<file path="src/rtl/hazard_tnew_tracker_pkg.sv">
// hazard_tnew_tracker_pkg
// Shared definitions for the Tnew/Tuse hazard tracker:
//   - register-address and Tnew/Tuse widths
//   - forward-select codes (FWD_RF/FWD_E/FWD_M/FWD_W)
//   - Tuse/Tnew constants per instruction class
//   - the per-stage tracking record and its saturating-decrement helper
package hazard_tnew_tracker_pkg;

  localparam int REG_AW = 5;
  localparam int TNEW_W = 2;

  localparam logic [1:0] FWD_RF = 2'd0;
  localparam logic [1:0] FWD_E  = 2'd1;
  localparam logic [1:0] FWD_M  = 2'd2;
  localparam logic [1:0] FWD_W  = 2'd3;

  // Consumer side: cycles from D until an operand is actually needed.
  localparam logic [TNEW_W-1:0] TUSE_BRANCH = 2'd0;  // compare in D
  localparam logic [TNEW_W-1:0] TUSE_ALU    = 2'd1;  // ALU operand in E
  localparam logic [TNEW_W-1:0] TUSE_STORE  = 2'd2;  // store data in M

  // Producer side: cycles after entering E until the result is forwardable.
  localparam logic [TNEW_W-1:0] TNEW_NONE = 2'd0;
  localparam logic [TNEW_W-1:0] TNEW_ALU  = 2'd1;
  localparam logic [TNEW_W-1:0] TNEW_LOAD = 2'd2;
  localparam logic [TNEW_W-1:0] TNEW_MDU  = 2'd3;

  localparam logic [REG_AW-1:0] REG_ZERO  = {REG_AW{1'b0}};
  localparam logic [TNEW_W-1:0] TNEW_ZERO = {TNEW_W{1'b0}};
  localparam logic [TNEW_W-1:0] TNEW_ONE  = {{(TNEW_W-1){1'b0}}, 1'b1};

  typedef struct packed {
    logic [REG_AW-1:0] a3;
    logic              reg_write;
    logic [TNEW_W-1:0] tnew;
  } stage_entry_t;

  localparam stage_entry_t ENTRY_BUBBLE = '{a3: REG_ZERO, reg_write: 1'b0, tnew: TNEW_ZERO};

  // Tnew counts down by one per stage and holds at zero.
  function automatic logic [TNEW_W-1:0] satdec(input logic [TNEW_W-1:0] x);
    return (x == TNEW_ZERO) ? TNEW_ZERO : (x - TNEW_ONE);
  endfunction

endpackage

</file>
<file path="src/rtl/hazard_tnew_tracker_if.sv">
// hazard_tnew_tracker_if
// Bundles the D-stage request (source/destination addresses, use flags,
// Tuse/Tnew) and the tracker's responses (stall, forward selects, per-stage
// tracking state). slave = tracker side, master = pipeline/driver side.
// With HAZARD_MDU_BUSY_EN defined, MDU_busy and D_isMD are added.
interface hazard_tnew_tracker_if;
  import hazard_tnew_tracker_pkg::*;

  logic [REG_AW-1:0] D_A1;
  logic [REG_AW-1:0] D_A2;
  logic              D_A1use;
  logic              D_A2use;
  logic [TNEW_W-1:0] D_Tuse1;
  logic [TNEW_W-1:0] D_Tuse2;
  logic [REG_AW-1:0] D_A3;
  logic              D_RegWrite;
  logic [TNEW_W-1:0] D_Tnew;
`ifdef HAZARD_MDU_BUSY_EN
  logic              MDU_busy;
  logic              D_isMD;
`endif

  logic              stall;
  logic [1:0]        fwd_sel1;
  logic [1:0]        fwd_sel2;
  logic [REG_AW-1:0] E_A3;
  logic [REG_AW-1:0] M_A3;
  logic [REG_AW-1:0] W_A3;
  logic              E_RegWrite;
  logic              M_RegWrite;
  logic              W_RegWrite;
  logic              E_ready;
  logic              M_ready;

`ifdef HAZARD_MDU_BUSY_EN
  modport slave (
    input  D_A1, D_A2, D_A1use, D_A2use, D_Tuse1, D_Tuse2, D_A3, D_RegWrite, D_Tnew,
    input  MDU_busy, D_isMD,
    output stall, fwd_sel1, fwd_sel2, E_A3, M_A3, W_A3,
    output E_RegWrite, M_RegWrite, W_RegWrite, E_ready, M_ready
  );
  modport master (
    output D_A1, D_A2, D_A1use, D_A2use, D_Tuse1, D_Tuse2, D_A3, D_RegWrite, D_Tnew,
    output MDU_busy, D_isMD,
    input  stall, fwd_sel1, fwd_sel2, E_A3, M_A3, W_A3,
    input  E_RegWrite, M_RegWrite, W_RegWrite, E_ready, M_ready
  );
`else
  modport slave (
    input  D_A1, D_A2, D_A1use, D_A2use, D_Tuse1, D_Tuse2, D_A3, D_RegWrite, D_Tnew,
    output stall, fwd_sel1, fwd_sel2, E_A3, M_A3, W_A3,
    output E_RegWrite, M_RegWrite, W_RegWrite, E_ready, M_ready
  );
  modport master (
    output D_A1, D_A2, D_A1use, D_A2use, D_Tuse1, D_Tuse2, D_A3, D_RegWrite, D_Tnew,
    input  stall, fwd_sel1, fwd_sel2, E_A3, M_A3, W_A3,
    input  E_RegWrite, M_RegWrite, W_RegWrite, E_ready, M_ready
  );
`endif

endinterface

</file>
<file path="src/rtl/hazard_tnew_tracker_src_match.sv">
// hazard_src_match
// Per-source producer search. Looks for the youngest in-flight writer of
// src_a (E, then M, then W) and reports its forward-select code and whether
// its Tnew exceeds the consumer's Tuse (stall term).
// Ports: src_a/src_use/src_tuse describe the D operand; e_ent/m_ent/w_ent
// are the tracked stage records; src_stall/src_sel are the results.
module hazard_src_match
  import hazard_tnew_tracker_pkg::*;
(
  input  logic [REG_AW-1:0] src_a,
  input  logic              src_use,
  input  logic [TNEW_W-1:0] src_tuse,
  input  stage_entry_t      e_ent,
  input  stage_entry_t      m_ent,
  input  stage_entry_t      w_ent,
  output logic              src_stall,
  output logic [1:0]        src_sel
);

  logic active_s;
  logic hit_e_s;
  logic hit_m_s;
  logic hit_w_s;

  // Hit detection: $0 and unused operands never match a producer.
  always_comb begin
    active_s = src_use && (src_a != REG_ZERO);
    hit_e_s  = active_s && e_ent.reg_write && (e_ent.a3 == src_a);
    hit_m_s  = active_s && m_ent.reg_write && (m_ent.a3 == src_a);
    hit_w_s  = active_s && w_ent.reg_write && (w_ent.a3 == src_a);
  end

  // Youngest-first priority: an E hit masks older M/W writers of the same register.
  always_comb begin
    src_stall = 1'b0;
    src_sel   = FWD_RF;
    if (hit_e_s) begin
      src_sel   = FWD_E;
      src_stall = (e_ent.tnew > src_tuse);
    end else if (hit_m_s) begin
      src_sel   = FWD_M;
      src_stall = (m_ent.tnew > src_tuse);
    end else if (hit_w_s) begin
      src_sel   = FWD_W;
      src_stall = (w_ent.tnew > src_tuse);
    end else begin
      src_sel   = FWD_RF;
      src_stall = 1'b0;
    end
  end

endmodule

</file>
<file path="src/rtl/hazard_tnew_tracker.sv">
// hazard_tnew_tracker
// Tracks in-flight register writes through E, M and W ({A3, RegWrite, Tnew})
// and tells D whether to stall and where each source operand should be
// forwarded from. Outputs are combinational from registered state and the
// current D inputs.
// Ports: clk (rising edge), reset (synchronous, active-low), bus (slave
// modport of hazard_tnew_tracker_if: D request in, stall/forward/tracking out).
// Optional: define HAZARD_MDU_BUSY_EN to also stall MDU instructions in D
// while the multiply/divide unit is busy.
module hazard_tnew_tracker
  import hazard_tnew_tracker_pkg::*;
(
  input  logic                   clk,
  input  logic                   reset,
  hazard_tnew_tracker_if.slave   bus
);

  stage_entry_t e_r;
  stage_entry_t m_r;
  stage_entry_t w_r;

  logic         d_reg_write_s;
  logic         stall1_s;
  logic         stall2_s;
  logic [1:0]   sel1_s;
  logic [1:0]   sel2_s;
  logic         stall_s;

  hazard_src_match u_match1 (
    .src_a     (bus.D_A1),
    .src_use   (bus.D_A1use),
    .src_tuse  (bus.D_Tuse1),
    .e_ent     (e_r),
    .m_ent     (m_r),
    .w_ent     (w_r),
    .src_stall (stall1_s),
    .src_sel   (sel1_s)
  );

  hazard_src_match u_match2 (
    .src_a     (bus.D_A2),
    .src_use   (bus.D_A2use),
    .src_tuse  (bus.D_Tuse2),
    .e_ent     (e_r),
    .m_ent     (m_r),
    .w_ent     (w_r),
    .src_stall (stall2_s),
    .src_sel   (sel2_s)
  );

  // Writes to $0 are dropped at capture, so no stage ever tracks them.
  always_comb begin
    d_reg_write_s = bus.D_RegWrite && (bus.D_A3 != REG_ZERO);
  end

  // Combined stall: either operand hazard (plus MDU busy when built in).
  always_comb begin
`ifdef HAZARD_MDU_BUSY_EN
    stall_s = stall1_s || stall2_s || (bus.MDU_busy && bus.D_isMD);
`else
    stall_s = stall1_s || stall2_s;
`endif
  end

  // Pipeline advance: M and W always shift; E takes D or a bubble on stall.
  always_ff @(posedge clk) begin
    if (!reset) begin
      e_r <= ENTRY_BUBBLE;
      m_r <= ENTRY_BUBBLE;
      w_r <= ENTRY_BUBBLE;
    end else begin
      // A result reaching W is always forwardable, whatever was tracked in M.
      w_r <= '{a3: m_r.a3, reg_write: m_r.reg_write, tnew: TNEW_ZERO};
      m_r <= '{a3: e_r.a3, reg_write: e_r.reg_write, tnew: satdec(e_r.tnew)};
      if (stall_s) begin
        e_r <= ENTRY_BUBBLE;
      end else begin
        e_r <= '{a3: bus.D_A3, reg_write: d_reg_write_s, tnew: bus.D_Tnew};
      end
    end
  end

  assign bus.stall      = stall_s;
  assign bus.fwd_sel1   = sel1_s;
  assign bus.fwd_sel2   = sel2_s;
  assign bus.E_A3       = e_r.a3;
  assign bus.M_A3       = m_r.a3;
  assign bus.W_A3       = w_r.a3;
  assign bus.E_RegWrite = e_r.reg_write;
  assign bus.M_RegWrite = m_r.reg_write;
  assign bus.W_RegWrite = w_r.reg_write;
  assign bus.E_ready    = (e_r.tnew == TNEW_ZERO);
  assign bus.M_ready    = (m_r.tnew == TNEW_ZERO);

endmodule

</file>
<file path="src/flat_wrapper.sv">
// flat-port wrapper written by rule: the top's interface ports become plain ports
module hazard_tnew_tracker_flat import hazard_tnew_tracker_pkg::*;
  (clk, reset, bus_D_A1, bus_D_A2, bus_D_A1use, bus_D_A2use, bus_D_Tuse1, bus_D_Tuse2, bus_D_A3, bus_D_RegWrite, bus_D_Tnew, bus_stall, bus_fwd_sel1, bus_fwd_sel2, bus_E_A3, bus_M_A3, bus_W_A3, bus_E_RegWrite, bus_M_RegWrite, bus_W_RegWrite, bus_E_ready, bus_M_ready);
  hazard_tnew_tracker_if bus_i ();
  input  logic clk;
  input  logic reset;
  input wire logic [$bits(bus_i.D_A1)-1:0] bus_D_A1;
  input wire logic [$bits(bus_i.D_A2)-1:0] bus_D_A2;
  input wire logic [$bits(bus_i.D_A1use)-1:0] bus_D_A1use;
  input wire logic [$bits(bus_i.D_A2use)-1:0] bus_D_A2use;
  input wire logic [$bits(bus_i.D_Tuse1)-1:0] bus_D_Tuse1;
  input wire logic [$bits(bus_i.D_Tuse2)-1:0] bus_D_Tuse2;
  input wire logic [$bits(bus_i.D_A3)-1:0] bus_D_A3;
  input wire logic [$bits(bus_i.D_RegWrite)-1:0] bus_D_RegWrite;
  input wire logic [$bits(bus_i.D_Tnew)-1:0] bus_D_Tnew;
  output wire logic [$bits(bus_i.stall)-1:0] bus_stall;
  output wire logic [$bits(bus_i.fwd_sel1)-1:0] bus_fwd_sel1;
  output wire logic [$bits(bus_i.fwd_sel2)-1:0] bus_fwd_sel2;
  output wire logic [$bits(bus_i.E_A3)-1:0] bus_E_A3;
  output wire logic [$bits(bus_i.M_A3)-1:0] bus_M_A3;
  output wire logic [$bits(bus_i.W_A3)-1:0] bus_W_A3;
  output wire logic [$bits(bus_i.E_RegWrite)-1:0] bus_E_RegWrite;
  output wire logic [$bits(bus_i.M_RegWrite)-1:0] bus_M_RegWrite;
  output wire logic [$bits(bus_i.W_RegWrite)-1:0] bus_W_RegWrite;
  output wire logic [$bits(bus_i.E_ready)-1:0] bus_E_ready;
  output wire logic [$bits(bus_i.M_ready)-1:0] bus_M_ready;
  assign bus_i.D_A1 = bus_D_A1;
  assign bus_i.D_A2 = bus_D_A2;
  assign bus_i.D_A1use = bus_D_A1use;
  assign bus_i.D_A2use = bus_D_A2use;
  assign bus_i.D_Tuse1 = bus_D_Tuse1;
  assign bus_i.D_Tuse2 = bus_D_Tuse2;
  assign bus_i.D_A3 = bus_D_A3;
  assign bus_i.D_RegWrite = bus_D_RegWrite;
  assign bus_i.D_Tnew = bus_D_Tnew;
  assign bus_stall = bus_i.stall;
  assign bus_fwd_sel1 = bus_i.fwd_sel1;
  assign bus_fwd_sel2 = bus_i.fwd_sel2;
  assign bus_E_A3 = bus_i.E_A3;
  assign bus_M_A3 = bus_i.M_A3;
  assign bus_W_A3 = bus_i.W_A3;
  assign bus_E_RegWrite = bus_i.E_RegWrite;
  assign bus_M_RegWrite = bus_i.M_RegWrite;
  assign bus_W_RegWrite = bus_i.W_RegWrite;
  assign bus_E_ready = bus_i.E_ready;
  assign bus_M_ready = bus_i.M_ready;
  hazard_tnew_tracker u_core (.clk(clk), .reset(reset), .bus(bus_i));
endmodule
</file>
<file path="config.mk">
export PLATFORM = sky130hd
export DESIGN_NAME = hazard_tnew_tracker_flat
export DESIGN_NICKNAME = d
export VERILOG_FILES = /design/src/rtl/hazard_tnew_tracker_pkg.sv /design/src/rtl/hazard_tnew_tracker_if.sv /design/src/rtl/hazard_tnew_tracker_src_match.sv /design/src/rtl/hazard_tnew_tracker.sv /design/src/flat_wrapper.sv
export SDC_FILE = /design/constraint.sdc
export NUM_CORES = 1
export LEC_CHECK = 0
export BUFFER_PORTS_ARGS = -buffer_cell sky130_fd_sc_hd__buf_2
export CAP_MARGIN = 5
export CORE_MARGIN = 2
export CORE_UTILIZATION = 53
export DETAILED_ROUTE_END_ITERATION = 10
export PLACE_DENSITY_LB_ADDON = 0.1
export SETUP_SLACK_MARGIN = 0.4
export SLEW_MARGIN = 20
export SYNTH_ARGS = -nofsm -noshare
export SYNTH_HDL_FRONTEND = slang
export SYNTH_SLANG_ARGS = --single-unit
</file>
<file path="constraint.sdc">
create_clock -name clk -period 3.7 [get_ports clk]
set_input_delay 0.185 -clock clk [delete_from_list [all_inputs] [get_ports clk]]
set_output_delay 0.185 -clock clk [all_outputs]
set_load 0.01 [all_outputs]
</file>
== After elaboration in Yosys (flattened, before gate mapping) ==
Cells that the tools add are included.

* Bits in registers: 22
* Bits of input ports: 26
* Output and inout port bits: 25
* Word-level logic and storage cells: 57

* Add/subtract/negate cells: 1
* $lt $le $gt $ge: 6
* Eq/ne operators: 6
* Muxes and demuxes: 12
* Bitwise operators: 1
* Reductions and logical operators: 23

{| class="wikitable"
|+ Operators by type and width
! operator !! number
|-
| $eq A5 B5 Y1 || 6
|-
| $logic_and A1 B1 Y1 || 15
|-
| $reduce_bool A5 Y1 || 3
|-
| $mux W2 || 6
|-
| $gt A2 B2 Y1 || 4
|-
| $mux W1 || 6
|-
| $gt A2 B2 Y1 const A || 2
|-
| $logic_not A2 Y1 || 2
|-
| $reduce_or A2 Y1 || 2
|-
| $sub A2 B1 Y2 const B || 1
|-
| $logic_or A1 B1 Y1 || 1
|-
| $not A1 Y1 || 1
|}

== Logic depth before layout (Yosys ltp) ==
Gate-level depths: netlist (run 1).

* Depth after elaboration: 9
* Mapped depth: 7

== Modules after synthesis ==
Synthesis (run 1) repeated with hierarchy kept, for this count alone.

* Cells, all modules: 166
* Area total of the unflattened synthesis: 1506.4 µm²

{| class="wikitable"
|+ By module, submodules not included
! module !! instances !! cells each !! area an instance (µm²) !! sequential area each (µm²)
|-
| hazard_src_match || 2 || 51 || 395.4 || 0.0
|-
| hazard_tnew_tracker || 1 || 64 || 715.7 || 440.4
|}

== Least setup slack after synthesis (run 1) ==
No wires, ideal clock.

* Path kind: in2out
* From: input bus_D_A1[1]
* To: output bus_stall
* Data arrival time: 1774 ps
* Required time: 3515 ps
* Slack: 1741 ps
* Stages: 5
* Buffers on the path: 0
* Cell sequence: or4_1 -> o21a_1 -> and4_4 -> a2111oi_4 -> or3b_1

* Longest elaborated chain between the ends: 8
* Elaborated cells on any way between the ends: 15

{| class="wikitable"
|+ RTL lines
! what !! RTL line !! source
|-
| start, declared || flat_wrapper.sv:7 || <nowiki>input wire logic [$bits(bus_i.D_A1)-1:0] bus_D_A1;</nowiki>
|-
| $reduce_bool A5 Y1 || hazard_tnew_tracker_src_match.sv:27 || <nowiki>active_s = src_use && (src_a != REG_ZERO);</nowiki>
|-
| $logic_and A1 B1 Y1 || hazard_tnew_tracker_src_match.sv:27 ||
|-
| $logic_and A1 B1 Y1 (2 in series) || hazard_tnew_tracker_src_match.sv:30 || <nowiki>hit_w_s = active_s && w_ent.reg_write && (w_ent.a3 == src_a);</nowiki>
|-
| $mux W1 || hazard_tnew_tracker_src_match.sv:43 || <nowiki>end else if (hit_w_s) begin</nowiki>
|-
| $mux W1 || hazard_tnew_tracker_src_match.sv:40 || <nowiki>end else if (hit_m_s) begin</nowiki>
|-
| $mux W1 * || hazard_tnew_tracker_src_match.sv:37 || <nowiki>if (hit_e_s) begin</nowiki>
|-
| $logic_or A1 B1 Y1 * || hazard_tnew_tracker.sv:61 || <nowiki>stall_s = stall1_s || stall2_s;</nowiki>
|-
| end, declared || flat_wrapper.sv:16 || <nowiki>output wire logic [$bits(bus_i.stall)-1:0] bus_stall;</nowiki>
|}

Every way passes the cells marked *; elsewhere a longest branch is shown, timed or not.

== Final worst setup path (run 1) ==
* From: register u_core.e_r, in the netlist u_core.bus.E_A3[0]
* To: output bus_stall

* Longest elaborated chain between the ends: 4
* Elaborated cells on any way between the ends: 7

{| class="wikitable"
|+ RTL lines
! what !! RTL line !! source
|-
| start, declared || hazard_tnew_tracker.sv:18 || <nowiki>stage_entry_t e_r;</nowiki>
|-
| start signal, assigned || hazard_tnew_tracker.sv:78 || <nowiki>e_r <= '{a3: bus.D_A3, reg_write: d_reg_write_s, tnew: bus.D_Tnew};</nowiki>
|-
| $eq A5 B5 Y1 || hazard_tnew_tracker_src_match.sv:28 || <nowiki>hit_e_s = active_s && e_ent.reg_write && (e_ent.a3 == src_a);</nowiki>
|-
| $logic_and A1 B1 Y1 || hazard_tnew_tracker_src_match.sv:28 ||
|-
| $mux W1 || hazard_tnew_tracker_src_match.sv:37 ||
|-
| $logic_or A1 B1 Y1 * || hazard_tnew_tracker.sv:61 ||
|}

Marked as above.

==> out/metrics.yaml, run 1 <==
hold_path_class: "input pin to register"
drtIter0Drc: 21
seqPwrFrac_pct: 47.8
drive_above_1_share_pct: 30.41
via_per_inst: 5.339
ys_seq_elements: 22
p_leak_nw: 0.7825
start_util_pct: 56.36
cts_hold_buf: 0
switching_share_pct: 25.48
synth_edf_count: 0
cts_tree: "yes"
final.fill_count: 229
setup_violations: 0
p_per_area_nw_per_um2: 329.5
gp_congestion: 0.8383
fin_skew_ns: 0.007195
ff2ff_setup_slack_ns: 1.74
synth_area_per_cell_um2: 9.186
synthArstFlopShare_pct: 0
grt.total_usage_pct: 20.38
crit_family: "simple AND/OR/NAND/NOR gates"
antenna_found_initial: 0
crit_slowest_cell: "dfxtp_1"
die_x_um: 55.33
whs_ns: 0.1015
clkPwrFrac_pct: 33.9
drtAntennaViolNets: 0
path_class: "register to output port"
fmax_ghz: 0.3995
netlist-cell-type-count: 31
cts_buffers: 3
cp.arrival_ns: 2.32
hold_violations: 0
placementRows: 18
fin_crit_ns: 2.503
fin_crit_sh_pct: 67.65
die_h_um: 55.33
cts_root_buf: "clkbuf_4"
layout.nets: 230
crit_chain: "xnor2_1, nand4_1, nor3_1, mux2_4, or3b_1, buf_2"
path_buf_inv: 1
cts_resized: 0
status: "finished clean"
wirelength_um: 3067
grt_max_degree: 22
critPathCaptureType: "output port"
grt_pass1_wl_um: 5023
combPwrFrac_pct: 18.4
dp_hpwl_um: 2473
crit_path_max_incr_delay_ns: 0.45
ys_warn_count: 0
vdd_ir_drop_max_mv: 0.2736
syn_nets: 187
grt_pass1_vias: 1147
diodes: 0
grt.overflow.total: 0
dieArea_um2: 3061
yosysSeqAreaShare_pct: 31.54
h-tree-depth: 1
syn_to_final_growth_pct: 18.46
slew_violations: 0
tightest_slew_ns: 0.5066
dr.pass1.iters: 4
syn_area_um2: 1396
cap_violations: 0
cp_max_fo: 9
finalSetupTns_ns: 0
path_clk_slew_ns: 0.13
ios: 51
wl_per_cell_um: 13.69
synthCells: 152
clk_latency_ns: 0.31
postCtsSetupBuffers: 0
clock-sinks: 22
critPathLaunchType: "register"
switchingPower_w: 0.0001389
drc: 0
fp.coreArea_um2: 2477
required_ns: 3.51
power.internal_w: 0.0004061
vias: 1196
clockBufferDepth: 2
slew-limit-headroom_pct: 66.23
rsz0062_at_grt: "no"
synth_ff_type: "dfxtp_1"
port-buffer-count: 50
-- flip-flops by register name, summed over array words and instances (netlist names) --
| register | cells |
|---|---|
| u_core.e_r | 2 |
| u_core.bus.E_RegWrite | 1 |
| u_core.bus.W_RegWrite | 1 |
| u_core.bus.M_A3 | 5 |
| u_core.bus.M_RegWrite | 1 |
| u_core.m_r | 2 |
| u_core.bus.W_A3 | 5 |
| u_core.bus.E_A3 | 5 |
-- worst paths after layout --
| path | startpoint | endpoint | cells after the start |
|---|---|---|---|
| worst max-delay path | u_core.bus.E_A3[0]$_SDFF_PP0_ | bus_stall | 6 |
| worst max register to register | u_core.bus.E_A3[0]$_SDFF_PP0_ | u_core.bus.E_RegWrite$_SDFF_PP0_ | 5 |
| worst min register to register | u_core.e_r[0]$_SDFF_PP0_ | u_core.m_r[0]$_SDFF_PP0_ | 1 |
| worst min-delay path | bus_D_Tnew[0] | u_core.e_r[0]$_SDFF_PP0_ | 3 |
-- cell type report --
type | instances | area, µm² | share of cell area [%]
Tap cell | 30 | 37.54 | 2.269
Clock inverter | 1 | 30.03 | 1.815
Clock buffer | 3 | 22.52 | 1.362
Sequential cell | 22 | 440.4 | 26.63
Timing Repair Buffer | 50 | 250.2 | 15.13
Multi-Input combinational cell | 110 | 843.3 | 50.98
Inverter | 8 | 30.03 | 1.815
-- power groups by stage --
stage          combinational [W]  clock [W]  sequential (W)
2_1_floorplan          0.0000662          0        0.000263
3_3_place_gp           0.0000973          0        0.000266
3_5_place_dp           0.0000998          0        0.000266
4_1_cts                 0.000100   0.000192        0.000261
5_1_grt                 0.000111   0.000198        0.000262
6_report                0.000100   0.000185        0.000260
-- cells in the final DEF, fill, tap and decap left out, drive strengths merged, types with 2 or more instances in the layout --
cell type,count
a21o,2
a21oi,4
and2,12
and4,2
buf,50
clkbuf,3
dfxtp,22
ha,9
inv,8
nand2,12
nand4,4
nor2,5
nor2b,3
nor3,3
nor4,2
nor4b,8
o211ai,2
or4,3
xnor2,20
xor2,10
-- cells in the mapped netlist (all sizes together) (3+ instances only) --
library cell / count / area, µm²
nand2: 12 / 45.04
xor2: 10 / 87.58
xnor2: 20 / 175.2
or4: 3 / 22.52
nor2b: 3 / 18.77
nor4b: 8 / 70.07
and2: 12 / 75.07
nor3: 3 / 15.01
nand4: 4 / 25.02
nor2: 5 / 18.77
buf: 10 / 75.07
a21oi: 4 / 20.02
inv: 8 / 30.03
dfxtp: 22 / 440.4
ha: 9 / 112.6
-- kinds of logic (layout without fill, tap and decap cells) --
kind of cell | count (synthesis) | in the layout | share of synthesized area, %
XOR/XNOR | 30 | 30 | 18.82
AO/OA/AOI/OAI | 12 | 12 | 7.438
buffers and inverters | 20 | 62 | 8.065
adder cells (fa/ha/maj) | 9 | 9 | 8.065
AND/OR/NAND/NOR | 58 | 58 | 25.00
multiplexers | 1 | 1 | 1.075
flip-flops | 22 | 22 | 31.54
-- per-layer routing --
layer | track usage (%) | up-vias | wire, µm
met3 | 5.621 | 2 | 215
met4 | 4.181 | 0 | 15
met5 | 0 | - | 0
met2 | 34.01 | 43 | 1405
li1 | - | 601 | -
met1 | 26.31 | 550 | 1430
-- worst register-to-register path: cells and delay by family, from the launching register on --
kind	cells	cell delay [ns]
XOR/XNOR	1	0.15
flip-flops	1	0.45
multiplexers	1	0.39
AND/OR/NAND/NOR	3	0.85
-- stage by stage --
| stage | instances | total power, W | instance area, µm² | setup slack, ns | util, % |
|---|---|---|---|---|---|
| floorplan | 152 | 0.0003293 | 1396 | 1.741 | - |
| global placement | 220 | 0.0003629 | 1602 | 1.469 | 64.65 |
| detailed placement | 220 | 0.0003657 | 1602 | 1.458 | 64.65 |
| CTS | 224 | 0.0005533 | 1654 | 1.181 | 66.77 |
| global route | 224 | 0.0005716 | 1654 | 1.064 | 66.77 |
| finish | 224 | 0.0005450 | 1654 | 1.197 | 66.77 |
Note: power is estimated with default switching activity, not from simulation.
==> run 2, diff against run 1 <==
CORE_UTILIZATION = 49   (was 53)
clock period = 2.6 ns   (was 3.7 ns; I/O delays follow)
==> run 2 against run 1 <==
Net effect: count of clock-buffer cells in the layout increased by 1; routed wire length increased by 13%; clock power increased by 3%; via count increased by 4.8%; non-clock buffer count increased by 8; final area increased by 7.3%; register-to-register slack got worse by 0.98 ns; utilization decreased by 1.9 points; power increased by 33%; die area increased by 7.5%; global-route usage increased by 1.1 points; cell count increased by 4.0%.
==> out/metrics.yaml, run 2 (same netlist as run 1, synthesis figures left out) <==
status: "finished clean"
fp.coreArea_um2: 2734
die_h_um: 57.38
rsz0062_at_grt: "yes"
fin_skew_ns: 0.003488
clockBufferDepth: 2
grt_max_degree: 22
finalSetupTns_ns: 0
tightest_slew_ns: 0.3686
dieArea_um2: 3292
setup_violations: 0
drive_above_1_share_pct: 39.60
crit_slowest_cell: "dfxtp_4"
ios: 51
drtIter0Drc: 62
fin_crit_ns: 2.200
cts_root_buf: "clkbuf_4"
cp_max_fo: 4
port-buffer-count: 50
syn_to_final_growth_pct: 27.06
grt.total_usage_pct: 21.49
fmax_ghz: 0.4545
via_per_inst: 5.378
slew-limit-headroom_pct: 75.20
p_leak_nw: 0.8422
critPathCaptureType: "output port"
fin_crit_sh_pct: 84.62
p_per_area_nw_per_um2: 407.6
vdd_ir_drop_max_mv: 0.3143
die_x_um: 57.38
cts_hold_buf: 0
wl_per_cell_um: 14.86
path_class: "register to output port"
layout_common_cells: "buf_2 (50), xnor2_1 (18), dfxtp_1 (16)"
clock-sinks: 22
crit_family: "simple AND/OR/NAND/NOR gates"
hold_path_class: "input pin to register"
cts_buffers: 3
cap_violations: 0
grt_pass1_wl_um: 5416
grt_pass1_vias: 1167
dp_hpwl_um: 2609
pre_cts_slack_ns: 0.4883
wirelength_um: 3462
drtAntennaViolNets: 0
path_clk_slew_ns: 0.13
worst_slack_ns: 0.3999
slew_violations: 0
placementRows: 19
dr.pass1.iters: 4
critPathLaunchType: "register"
antenna_found_initial: 0
path_buf_inv: 1
vias: 1253
final.fill_count: 238
layout.nets: 238
whs_ns: 0.04208
gp_congestion: 0.9082
h-tree-depth: 1
hold_violations: 0
cts_tree: "yes"
drc: 0
grt.overflow.total: 0
clk_latency_ns: 0.31
crit_chain: "xor2_1, nor4_1, and4_4, a2111oi_4, or3b_1, buf_2"
cp.arrival_ns: 2.07
start_util_pct: 51.08
crit_path_max_incr_delay_ns: 0.39
required_ns: 2.47
diodes: 0
layout_commonest_cell: "buf_2"
run 2: cell count changes in the layout (fill, tap and decap cells not counted), sizes merged:
cell,delta
buf,+8
bufinv,-1
clkbuf,+1
run 2: per-stage QoR:
step,power [W],utilization [%],cells,area [µm²]
floorplan,0.0004687,-,152,1396
finish,0.0007232,64.90,233,1774
global route,0.0007672,64.90,233,1774
detailed placement,0.0005228,58.90,222,1610
global placement,0.0005169,58.90,222,1610
CTS,0.0007141,61.60,228,1684
run 2: worst min-delay path, cell delays in order:
cell and delay [ns]:
buf_2 0.09, nand2_1 0.05, nor4b_1 0.04
run 2: layout make-up:
cell class,count,area [µm²],share of cell area [%]
Inverter,8,30.03,1.693
Timing Repair Buffer,58,310.3,17.49
Clock buffer,4,36.28,2.045
Sequential cell,22,457.9,25.81
Tap cell,31,38.79,2.186
Multi-Input combinational cell,110,900.9,50.78
run 2: path summary, 6_finish.rpt:
check | from | end | slack (ns) | depth (start not counted)
setup reg to reg | u_core.bus.E_A3[0]$_SDFF_PP0_ | u_core.bus.E_RegWrite$_SDFF_PP0_ | 0.76 | 6
hold / removal | bus_D_Tnew[0] | u_core.e_r[0]$_SDFF_PP0_ | 0.04 | 3
hold reg to reg | u_core.e_r[0]$_SDFF_PP0_ | u_core.m_r[0]$_SDFF_PP0_ | 0.44 | 1
setup / recovery | u_core.bus.E_A3[2]$_SDFF_PP0_ | bus_stall | 0.40 | 6
run 2: metal layers:
metal / up-vias / track usage [%] / routed length [µm]
li1: 616 / - / -
met1: 595 / 27.83 / 1473
met2: 38 / 36.85 / 1777
met3: 4 / 2.721 / 185
met4: 0 / 6.977 / 25
met5: - / 0 / 0
run 2: where the power goes:
group | total (W) | switching, W | internal [W]
Clock | 0.000191 | 0.000106 | 0.0000854
Sequential | 0.000368 | 0.0000172 | 0.000351
Combinational | 0.000164 | 0.0000838 | 0.0000801
Total | 0.000723 | 0.000207 | 0.000517
run 2: repair_timing:
action                                  CTS  global route
pin swaps                                 4             7
endpoints found under the setup margin    1             1
gates resized for setup                   6            13
buffers inserted                          2             5
==> run 3, diff against run 2 <==
clock period = 2.3 ns   (was 2.6 ns; I/O delays follow)
==> run 3 against run 2 <==
Net effect: via count down 2.2%; clock power rose by 13%; first-iteration DRC count shrank 35%; power rose by 13%; sequential cell count unchanged; routed wire length increased by 0.81%; clock skew increased by 0.0061 ns; non-clock buffer count is 4 lower; sequential power is 13% higher; worst hold slack is essentially flat; largest power group unchanged; highest routed layer unchanged.
==> out/metrics.yaml, run 3 (same netlist as run 1, synthesis figures left out) <==
wl_per_cell_um: 15.24
p_per_area_nw_per_um2: 454.5
required_ns: 2.18
h-tree-depth: 1
rsz0062_at_grt: "yes"
placementRows: 19
r2r_start: "u_core.m_r[1]$_SDFF_PP0_"
hold_path_class: "input pin to register"
grt.overflow.total: 0
grt_max_degree: 22
setup_violations: 0
finalSetupTns_ns: 0
vias: 1225
dieArea_um2: 3292
fin_skew_ns: 0.009546
die_x_um: 57.38
gp_congestion: 0.8544
drc: 0
layout_common_cells: "buf_2 (50), xnor2_1 (16), nand2_1 (12), and2_1 (12), dfxtp_1 (11)"
fin_cells: 229
cp.arrival_ns: 2.03
critPathCaptureType: "output port"
layout_commonest_cell: "buf_2"
wirelength_um: 3490
drtIter0Drc: 40
critPathLaunchType: "register"
syn_to_final_growth_pct: 29.12
fin_crit_ns: 2.142
via_per_inst: 5.349
r2r_end: "u_core.e_r[0]$_SDFF_PP0_"
path_clk_slew_ns: 0.12
ff2ff_setup_slack_ns: 0.47
cap_violations: 0
fmax_ghz: 0.4669
grt_pass1_wl_um: 5492
cts_root_buf: "clkbuf_4"
cts_buffers: 3
slew_violations: 0
antenna_found_initial: 0
ios: 51
port-buffer-count: 50
clockBufferDepth: 2
fp.coreArea_um2: 2734
fin_crit_sh_pct: 93.12
grt_pass1_vias: 1185
place_inst: 223
start_util_pct: 51.08
p_total_w: 0.0008194
fin_area_um2: 1803
diodes: 0
grt.total_usage_pct: 21.83
p_leak_nw: 0.8420
clock-sinks: 22
die_h_um: 57.38
r2r_cells: 7
slew-limit-headroom_pct: 76.24
layout.nets: 234
dr.pass1.iters: 4
drtAntennaViolNets: 0
cts_tree: "yes"
cp_max_fo: 3
hold_violations: 0
drive_above_1_share_pct: 44.95
status: "finished clean"
path_class: "register to output port"
tightest_slew_ns: 0.3565
crit_path_end: "bus_stall"
cp-startpoint: "u_core.m_r[1]$_SDFF_PP0_"
vdd_ir_drop_max_mv: 0.3498
dp_hpwl_um: 2703
clk_latency_ns: 0.31
dpl-instance-area_um2: 1618
-- run 3: worst min-delay path by stage --
stage / from / endpoint / slack (ns) / cells past startpoint
floorplan: bus_D_A3[0] / u_core.bus.E_A3[0]$_SDFF_PP0_ / 0.25 / 2
global placement: bus_D_Tnew[1] / u_core.e_r[1]$_SDFF_PP0_ / 0.36 / 3
detailed placement: bus_D_Tnew[1] / u_core.e_r[1]$_SDFF_PP0_ / 0.36 / 3
CTS: bus_D_Tnew[1] / u_core.e_r[1]$_SDFF_PP0_ / 0.03 / 3
global route: bus_D_Tnew[1] / u_core.e_r[1]$_SDFF_PP0_ / 0.03 / 3
finish: bus_D_A3[0] / u_core.bus.E_A3[0]$_SDFF_PP0_ / 0.04 / 3
-- run 3: repair_timing --
action | in CTS | in global routing
setup endpoints to repair | 2 | 11
gates resized for setup | 10 | 23
pin swaps | 3 | 8
setup buffers | 1 | 1
hold buffers | 0 | 0
endpoints found under the hold margin | 0 | 0
-- run 3: report_power, final --
group | switching, W | internal (W) | total, W
clock | 0.000119 | 0.0000966 | 0.000216
combinational | 0.0000964 | 0.0000902 | 0.000187
sequential | 0.0000206 | 0.000396 | 0.000417
total | 0.000236 | 0.000583 | 0.000819
-- run 3: worst max-delay path: stages, from the launching register on --
cell and delay [ns]:
dfxtp_4 0.38, ha_4 0.21, nor2b_4 0.12, o2111ai_2 0.19
nor3_2 0.06, mux2_4 0.28, or3b_1 0.34, buf_2 0.14
-- run 3: final cells by class --
cell class,count,area [µm²]
Inverter,8,30.03
Timing Repair Buffer,54,280.3
Fill cell,219,930.9
Tap cell,31,38.79
Multi-Input combinational cell,110,950.9
Sequential cell,22,466.7
Clock buffer,4,36.28
-- run 3: layer usage --
layer / vias up / routed length [µm] / global-route usage [%]
met2: 37 / 1765 / 36.53
met1: 579 / 1538 / 27.59
met3: 6 / 132 / 2.948
met4: 0 / 53 / 10.30
met5: - / 0 / 0
li1: 603 / - / -
-- run 3: per-stage QoR --
| step | hold slack (ns) | utilization [%] | worst slack, ns |
|---|---|---|---|
| floorplan | 0.2488 | - | 0.4808 |
| global route | 0.02845 | 65.95 | 0.04753 |
| global placement | 0.3624 | 59.18 | 0.2727 |
| CTS | 0.02590 | 62.43 | 0.1012 |
| detailed placement | 0.3631 | 59.18 | 0.2537 |
| finish | 0.04179 | 65.95 | 0.1583 |
